--- src/rtl/serial_frame_deserializer.sv ---
// serial_frame_deserializer
//
// Hunts for a fixed sync pattern in a strobed serial bit stream, then collects a
// DATA_W-bit payload MSB-first and, when PARITY_EN is set, checks one trailing
// even-parity bit. A good frame is committed to data_out with a one-cycle
// data_valid pulse and bumps frame_cnt; a parity failure pulses parity_err instead.
//
// Ports:
//   clk        in   system clock, rising edge
//   reset      in   synchronous, active-high
//   en         in   bit strobe; din sampled only on edges with en=1
//   din        in   serial data bit
//   data_out   out  [DATA_W-1:0] last good payload, MSB = first payload bit
//   data_valid out  one-cycle pulse per good frame
//   parity_err out  one-cycle pulse per frame failing parity
//   busy       out  high in DATA and PARITY states
//   frame_cnt  out  [7:0] good-frame count, wraps 255 -> 0
module serial_frame_deserializer #(
  parameter int unsigned        DATA_W    = 8,
  parameter int unsigned        SYNC_W    = 4,
  parameter logic [SYNC_W-1:0]  SYNC_PAT  = 4'b1011,
  parameter bit                 PARITY_EN = 1'b1
) (
  input  logic              clk,
  input  logic              reset,
  input  logic              en,
  input  logic              din,
  output logic [DATA_W-1:0] data_out,
  output logic              data_valid,
  output logic              parity_err,
  output logic              busy,
  output logic [7:0]        frame_cnt
);

  localparam int unsigned CNT_W = $clog2(DATA_W + 1);
  localparam logic [CNT_W-1:0] CNT_LAST = CNT_W'(DATA_W - 1);

  typedef enum logic [1:0] {
    StHunt,
    StData,
    StParity
  } state_e;

  state_e              state_q, state_d;
  logic [SYNC_W-1:0]   sync_q, sync_d;
  logic [CNT_W-1:0]    cnt_q, cnt_d;
  logic [DATA_W-1:0]   shift_q, shift_d;
  logic [DATA_W-1:0]   data_q, data_d;
  logic                valid_q, valid_d;
  logic                perr_q, perr_d;
  logic [7:0]          fcnt_q, fcnt_d;
  logic [SYNC_W-1:0]   sync_shift;
  logic [DATA_W-1:0]   payload_shift;

  always_ff @(posedge clk) begin
    if (reset) begin
      state_q <= StHunt;
      sync_q  <= '0;
      cnt_q   <= '0;
      shift_q <= '0;
      data_q  <= '0;
      valid_q <= 1'b0;
      perr_q  <= 1'b0;
      fcnt_q  <= '0;
    end else begin
      state_q <= state_d;
      sync_q  <= sync_d;
      cnt_q   <= cnt_d;
      shift_q <= shift_d;
      data_q  <= data_d;
      valid_q <= valid_d;
      perr_q  <= perr_d;
      fcnt_q  <= fcnt_d;
    end
  end

  always_comb begin
    state_d       = state_q;
    sync_d        = sync_q;
    cnt_d         = cnt_q;
    shift_d       = shift_q;
    data_d        = data_q;
    valid_d       = 1'b0;
    perr_d        = 1'b0;
    fcnt_d        = fcnt_q;
    sync_shift    = {sync_q[SYNC_W-2:0], din};
    payload_shift = {shift_q[DATA_W-2:0], din};

    if (en) begin
      unique case (state_q)
        StHunt: begin
          // Sliding window: match against the value including this bit.
          if (sync_shift == SYNC_PAT) begin
            state_d = StData;
            sync_d  = '0;
            cnt_d   = '0;
            shift_d = '0;
          end else begin
            sync_d = sync_shift;
          end
        end
        StData: begin
          shift_d = payload_shift;
          cnt_d   = cnt_q + 1'b1;
          if (cnt_q == CNT_LAST) begin
            if (PARITY_EN) begin
              state_d = StParity;
            end else begin
              data_d  = payload_shift;
              valid_d = 1'b1;
              fcnt_d  = fcnt_q + 8'd1;
              state_d = StHunt;
              sync_d  = '0;
            end
          end
        end
        StParity: begin
          // Even parity: payload bits plus parity bit XOR to zero.
          if (^{shift_q, din} == 1'b0) begin
            data_d  = shift_q;
            valid_d = 1'b1;
            fcnt_d  = fcnt_q + 8'd1;
          end else begin
            perr_d = 1'b1;
          end
          state_d = StHunt;
          sync_d  = '0;
        end
        default: begin
          state_d = StHunt;
          sync_d  = '0;
        end
      endcase
    end
  end

  assign data_out   = data_q;
  assign data_valid = valid_q;
  assign parity_err = perr_q;
  assign busy       = (state_q == StData) || (state_q == StParity);
  assign frame_cnt  = fcnt_q;

endmodule

--- config.mk ---
export PLATFORM = sky130hd
export DESIGN_NAME = serial_frame_deserializer
export DESIGN_NICKNAME = d
export VERILOG_FILES = /design/src/rtl/serial_frame_deserializer.sv
export SDC_FILE = /design/constraint.sdc
export NUM_CORES = 1
export LEC_CHECK = 0
export ABC_AREA = 1
export CAP_MARGIN = 0
export CORE_MARGIN = 5
export CORE_UTILIZATION = 35
export DETAILED_ROUTE_END_ITERATION = 8
export PLACE_DENSITY_LB_ADDON = 0.25
export SYNTH_ARGS = -nofsm -noshare
export SYNTH_HDL_FRONTEND = slang
export SYNTH_SLANG_ARGS = --single-unit
--- constraint.sdc ---
create_clock -name clk -period 1.93 [get_ports clk]
set_input_delay 0.2895 -clock clk [delete_from_list [all_inputs] [get_ports clk]]
set_output_delay 0.2895 -clock clk [all_outputs]
set_load 0.02 [all_outputs]
==> impl_results.md, run 1 <==
* Total power at between 1 and 1.5 mW
* Post-synth EDFFs at 0
* Period utilization at 0.8532
* Static Leak at 0.8515 nW
* Clock skew at about 0.01 ns
* Die H at a little over 80 um
* Hold slack at around 0.47 ns
* Port Buffers at 22
* RSZ-0062 raised after global routing: no
* Area share of the largest cell type after synthesis at 0.3894
* Global placer's final weighted congestion at slightly below 0.8
* Crit path launch: frame_cnt[4]$_SDFFE_PP0P_
* Largest net degree at the start of global routing at 23
* Later-pin clock latency in the skew report at between 0.2 and 0.3 ns
* CP top delay family: buffers and inverters
* Top post-synthesis cells by area: dfxtp_1 (39%), nand2_1 (12%), a21oi_1 (6.4%)
* Reg clk slew, reported paths at 0.07 ns
* WL per Instance at around 11 um
* Setup-failing EPs final at 0
* Area Overhead vs Synth at 25.10%
* H-tree depth at 2
* Worst Path Max Fanout at 6
* Initial antenna violation count at 0
* Final Max Tran Viols at 0
* Most common cell in the netlist: nand2_1
* DR vias at 1572
* Worst hold path class: reg2reg
* Die area at approximately 6700 um^2
* TritonCTS buffer count at 5
* DRT iter0 DRCs at 81
* DRC Markers at 0
* Sequential area share after synthesis at 0.3894
* Die W at between 80 and 90 um
* Fmax at 0.6073 GHz
* First-pass GRT wire length at roughly 6.8 mm
* Reg2Reg Setup Slack at approximately 0.33 ns
* Wirelength, routed at approximately 3.8 mm
* WS Path Type: reg2out
* # IOs at 23
* Critical Path AT at 1.36 ns
* Worst r2r src: state_q[0]$_SDFFE_PP0P_
* Hold_sp: data_out[0]$_SDFFE_PP0P_
* TritonRoute pass-1 iters at 4
* # rows at 26
* Slowest cell on the critical path: clkdlybuf4s50_1
* Core footprint at between 5000 and 6000 um^2
* Max_slew headroom at 0.7003
* CTS resizes at 0
* Setup TNS at 0 ns
* Delay of the slowest critical-path stage at 0.64 ns
* Synth warn at 0
* Post-CTS setup buffer count at 0
* Most common library cells after synthesis: nand2_1 (57), dfxtp_1 (35), a21oi_1 (23)
* N_diodes at 0
* Initial Util at 0.3568
* CP bufs+invs at 1
* FFs w/ async S/R, synth at 0
* Peak supply drop at 0.0003118 V
* Status: finished clean
* Post-DRT Antenna Nets at 0
* Final Hold Fails at 0
* Via density per instance at approximately 4.7
* Max-cap check violation count at 0
* Mean Syn Cell Area at 7.789 um^2
* Area leader, netlist: dfxtp_1
* Mapped Cells at 231
* Synthesized cell area at 1799 um^2
* Total track usage at 0.1308
* Synth Register Bits at 35
* Clock sink total at 35
* DP Wirelength at between 2 and 3 mm
* Synth Flop Type: dfxtp_1
* Clk root buf: clkbuf_8
* PD cells at roughly 660 nW/um^2
* Mapped Nets at 240
* Share of cells above drive strength 1 at 0.1705
* Startpoint class of the critical path: flip-flop
* CTS tree: done
* Worst Path Required at between 1.5 and 2 ns
* Number of global-route vias before repair at roughly 1500
* Total gr overflow at 0
* Unique cell type count in the Yosys netlist at 29
* Clk buf depth at 2
* Worst slew pin tran at 0.4475 ns
* Critical Path Sink Type: primary output
* Final nets at ~270
* # hold bufs at CTS at 0
* Tmin final at ~1.6 ns
* Crit-path cells: clkdlybuf4s50_1
[state kept, by name (all words and copies together), names as in the netlist]
name / flops
data_out: 8
frame_cnt: 8
shift_q: 8
cnt_q: 4
sync_q: 3
state_q: 2
data_valid: 1
parity_err: 1
[cells in the final DEF (no fill, tap or decap), types with 2 or more instances in the layout]
cell / instances
clkdlybuf4s50_1: 21
buf_4: 9
inv_1: 21
inv_2: 2
nor3_1: 3
ha_1: 5
clkbuf_8: 5
xnor2_1: 3
a21oi_2: 8
nor2_2: 2
nor2_1: 9
o21ai_0: 5
nand2_2: 3
nand2_4: 9
nand2_1: 57
dfxtp_1: 35
xor2_1: 4
nand3_4: 2
nand3_1: 8
buf_12: 2
a21oi_1: 23
nand4_1: 17
[through the flow]
stage	worst slack [ns]	area, um^2	util	cells
floorplan	0.4781	1799	-	231
global placement	0.06776	2163	0.4290	326
detailed placement	0.01538	2163	0.4290	326
CTS	0.04058	2248	0.4459	334
global route	0.1456	2251	0.4464	334
finish	0.2833	2251	0.4464	334
[routing by layer]
| layer | global-route usage | vias up | share of wire |
|---|---|---|---|
| met5 | 0 | - | 0 |
| met1 | 0.1584 | 710 | 0.47 |
| li1 | - | 826 | - |
| met4 | 0.05814 | 0 | 0.022 |
| met2 | 0.2158 | 27 | 0.47 |
| met3 | 0.03618 | 9 | 0.040 |
[cell families after synthesis]
logic type | synth area share
and+or+nand+nor | 0.3345
adders and majority gates | 0.03477
AOI/OAI and AO/OA | 0.1287
xor gates and xnor gates | 0.03408
DFF | 0.3894
buffers and inverters | 0.07858
[power breakdown]
group          internal, mW  switching [mW]
clock                 0.252           0.265
combinational        0.0774           0.137
sequential            0.740          0.0108
[path summary, 6_finish.rpt]
path	to	cells after the start
setup reg to reg	shift_q[7]$_SDFFE_PP0P_	6
hold reg to reg	data_out[0]$_SDFFE_PP0P_	2
setup / recovery	frame_cnt[4]	1
hold / removal	data_out[0]$_SDFFE_PP0P_	2
[cell type report]
cell class / count / area (um^2)
fill: 521 / 2791
clock inverter: 2 / 12.51
inverter: 24 / 90.09
clock buffer: 6 / 72.57
multi-input combinational: 164 / 957.2
sequential: 35 / 700.7
tap: 70 / 87.58
timing repair buffer: 33 / 330.3
No activity file was read; power rests on OpenSTA's default activity.
==> inputs of run 2 (changes only) <==
--- a/config.mk
+++ b/config.mk
@@ -7,7 +7,6 @@
 export LEC_CHECK = 0
 export ABC_AREA = 1
 export CAP_MARGIN = 0
-export CORE_MARGIN = 5
 export CORE_UTILIZATION = 35
 export DETAILED_ROUTE_END_ITERATION = 8
 export PLACE_DENSITY_LB_ADDON = 0.25
==> run 2 against run 1 <==
Hold slack improved by 0.014 ns. Maximum frequency down 11%. Global-route usage up 1.9 points. First-iteration DRC count shrank 20%. Wire length shrank 4.9%. Highest routed layer unchanged. Critical path type unchanged. Critical endpoint is now busy. Sequential cell count unchanged. Via count fell by 2.0%.
==> impl_results.md, run 2 (synthesis results as in run 1) <==
* N_diodes at 0 (unchanged)
* WL per Instance at 10.95 um (was 11.41 um)
* Status: finished clean (unchanged)
* Tmin final at 1.854 ns (was 1.647 ns)
* PD cells at 663.8 nW/um^2 (was 659.0 nW/um^2)
* Static Leak at 0.8427 nW (was 0.8515 nW)
* Die W at 73.70 um (was 81.70 um)
* Clk network pwr share at 0.350 (was 0.349)
* Setup-failing EPs final at 0 (unchanged)
* Fin cells at 331 (was 334)
* Logic gate share of total power at 0.144 (was 0.145)
* DRT iter0 DRCs at 65 (was 81)
* Worst Path Required at 1.64 ns (about the same)
* Largest net degree at the start of global routing at 19 (was 23)
* Global placer's final weighted congestion at 0.8600 (was 0.7899)
* Commonest non-fill, non-tap cell in the layout: nand2_1 (unchanged)
* Period utilization at 0.9607 (was 0.8532)
* TritonRoute pass-1 iters at 4 (unchanged)
* TritonCTS buffer count at 5 (unchanged)
* Total track usage at 0.1498 (was 0.1308)
* Worst slew pin tran at 0.5672 ns (was 0.4475 ns)
* Port Buffers at 22 (unchanged)
* Core footprint at 4848 um^2 (was 5042 um^2)
* Initial antenna violation count at 0 (unchanged)
* Total power at 1.488 mW (was 1.483 mW)
* Die H at 73.70 um (was 81.70 um)
* First-pass GRT wire length at 6.265 mm (was 6.768 mm)
* Switch share at 0.2605 (was 0.2788)
* Clock sink total at 35 (unchanged)
* Setup WS post-layout at 0.07578 ns (was 0.2833 ns)
* Share of cells above drive strength 1 at 0.1742 (was 0.1705)
* Final instance area at 2242 um^2 (was 2251 um^2)
* Clock skew at 0.001916 ns (was 0.01029 ns)
* Later-pin clock latency in the skew report at 0.27 ns (was 0.29 ns)
* Inst Count DP at 324 (was 326)
* Setup TNS at 0 ns (unchanged)
* Reg clk slew, reported paths at 0.07 ns (about the same)
* Post-DRT Antenna Nets at 0 (unchanged)
* Die area at 5432 um^2 (was 6675 um^2)
* WS Path Type: reg2out (unchanged)
* Fmax at 0.5393 GHz (was 0.6073 GHz)
* Commonest cells after routing, fill and taps aside: nand2_1 (57), dfxtp_1 (35), a21oi_1 (23) (unchanged)
* # IOs at 23 (unchanged)
* Pint at 1.101 mW (was 1.070 mW)
* CTS tree: done (unchanged)
* DP Wirelength at 2.716 mm (was 2.776 mm)
* DR vias at 1540 (was 1572)
* Number of global-route vias before repair at 1450 (was 1517)
* Final nets at 273 (was 272)
* Max_slew headroom at 0.6202 (was 0.7003)
* H-tree depth at 2 (unchanged)
* Post-Place Setup Slack at 0.007698 ns (was 0.01538 ns)
* # hold bufs at CTS at 0 (unchanged)
* DRC Markers at 0 (unchanged)
* Peak supply drop at 0.0004616 V (was 0.0003118 V)
* Startpoint class of the critical path: flip-flop (unchanged)
* Wirelength, routed at 3.623 mm (was 3.811 mm)
* RSZ-0062 raised after global routing: no (unchanged)
* Area Overhead vs Synth at 24.62% (was 25.10%)
* Reg power frac at 0.505 (was 0.506)
* Post-CTS setup buffer count at 0 (unchanged)
* Initial Util at 0.3711 (was 0.3568)
* Via density per instance at 4.653 (was 4.707)
* Worst hold path class: reg2reg (unchanged)
* Clk root buf: clkbuf_8 (unchanged)
* Total gr overflow at 0 (unchanged)
* Critical Path AT at 1.56 ns (was 1.36 ns)
* Clk buf depth at 2 (unchanged)
* # rows at 25 (was 26)
* Critical Path Sink Type: primary output (unchanged)
* Psw at 387.7 uW (was 413.6 uW)
* Worst Path Max Fanout at 3 (was 6)
* Placed instance area at 2155 um^2 (was 2163 um^2)
* Hold slack at 0.4795 ns (was 0.4655 ns)
* Final Max Tran Viols at 0 (unchanged)
* Max-cap check violation count at 0 (unchanged)
* CTS resizes at 0 (unchanged)
* Final Hold Fails at 0 (unchanged)
* Final Core Density at 0.4625 (was 0.4464)
[run 2: cell types whose count changed in the layout (fill, tap and decap cells not counted), sizes merged]
cell           before  now
buf                11   12
dlymetal6s2s        1    0
clkinvlp            1    0
clkdlybuf4s50      21   22
[run 2: routing by layer]
metal  wire, um  vias to the layer above  part of all wire  track usage
met1       1755                      690              0.48       0.1784
met5          0                        -                 0            0
li1           -                      831                 -            -
met2       1746                       17              0.48       0.2640
met3         93                        2             0.026      0.03292
met4         27                        0            0.0075      0.05128
[run 2: path summary, 6_finish.rpt]
check                           cells past startpoint  slack [ns]                        to                     start
worst min-delay path                                2        0.48  data_out[1]$_SDFFE_PP0P_  data_out[1]$_SDFFE_PP0P_
worst max register to register                      6        0.27   shift_q[5]$_SDFFE_PP0P_   state_q[0]$_SDFFE_PP0P_
worst min register to register                      2        0.48  data_out[1]$_SDFFE_PP0P_  data_out[1]$_SDFFE_PP0P_
worst max-delay path                                3        0.08                      busy   state_q[0]$_SDFFE_PP0P_
[run 2: final cells by class]
class | instances | area [um^2]
clock buffer | 6 | 82.58
clock inverter | 1 | 5.005
fill | 502 | 2606
inverter | 24 | 90.09
multi-input combinational | 164 | 957.2
sequential | 35 | 700.7
tap | 67 | 83.83
timing repair buffer | 34 | 322.8
[run 2: power groups by stage]
| stage | combinational, mW | sequential, mW | clock [mW] |
|---|---|---|---|
| floorplan | 0.142 | 0.768 | 0 |
| global placement | 0.216 | 0.768 | 0 |
| detailed placement | 0.216 | 0.768 | 0 |
| CTS | 0.218 | 0.752 | 0.546 |
| global route | 0.242 | 0.754 | 0.567 |
| finish | 0.215 | 0.752 | 0.521 |
[run 2: critical path, cell delays in order (launching register included)]
cell	delay [ns]
dfxtp_1	0.36
inv_1	0.07
ha_1	0.27
clkdlybuf4s50_1	0.59
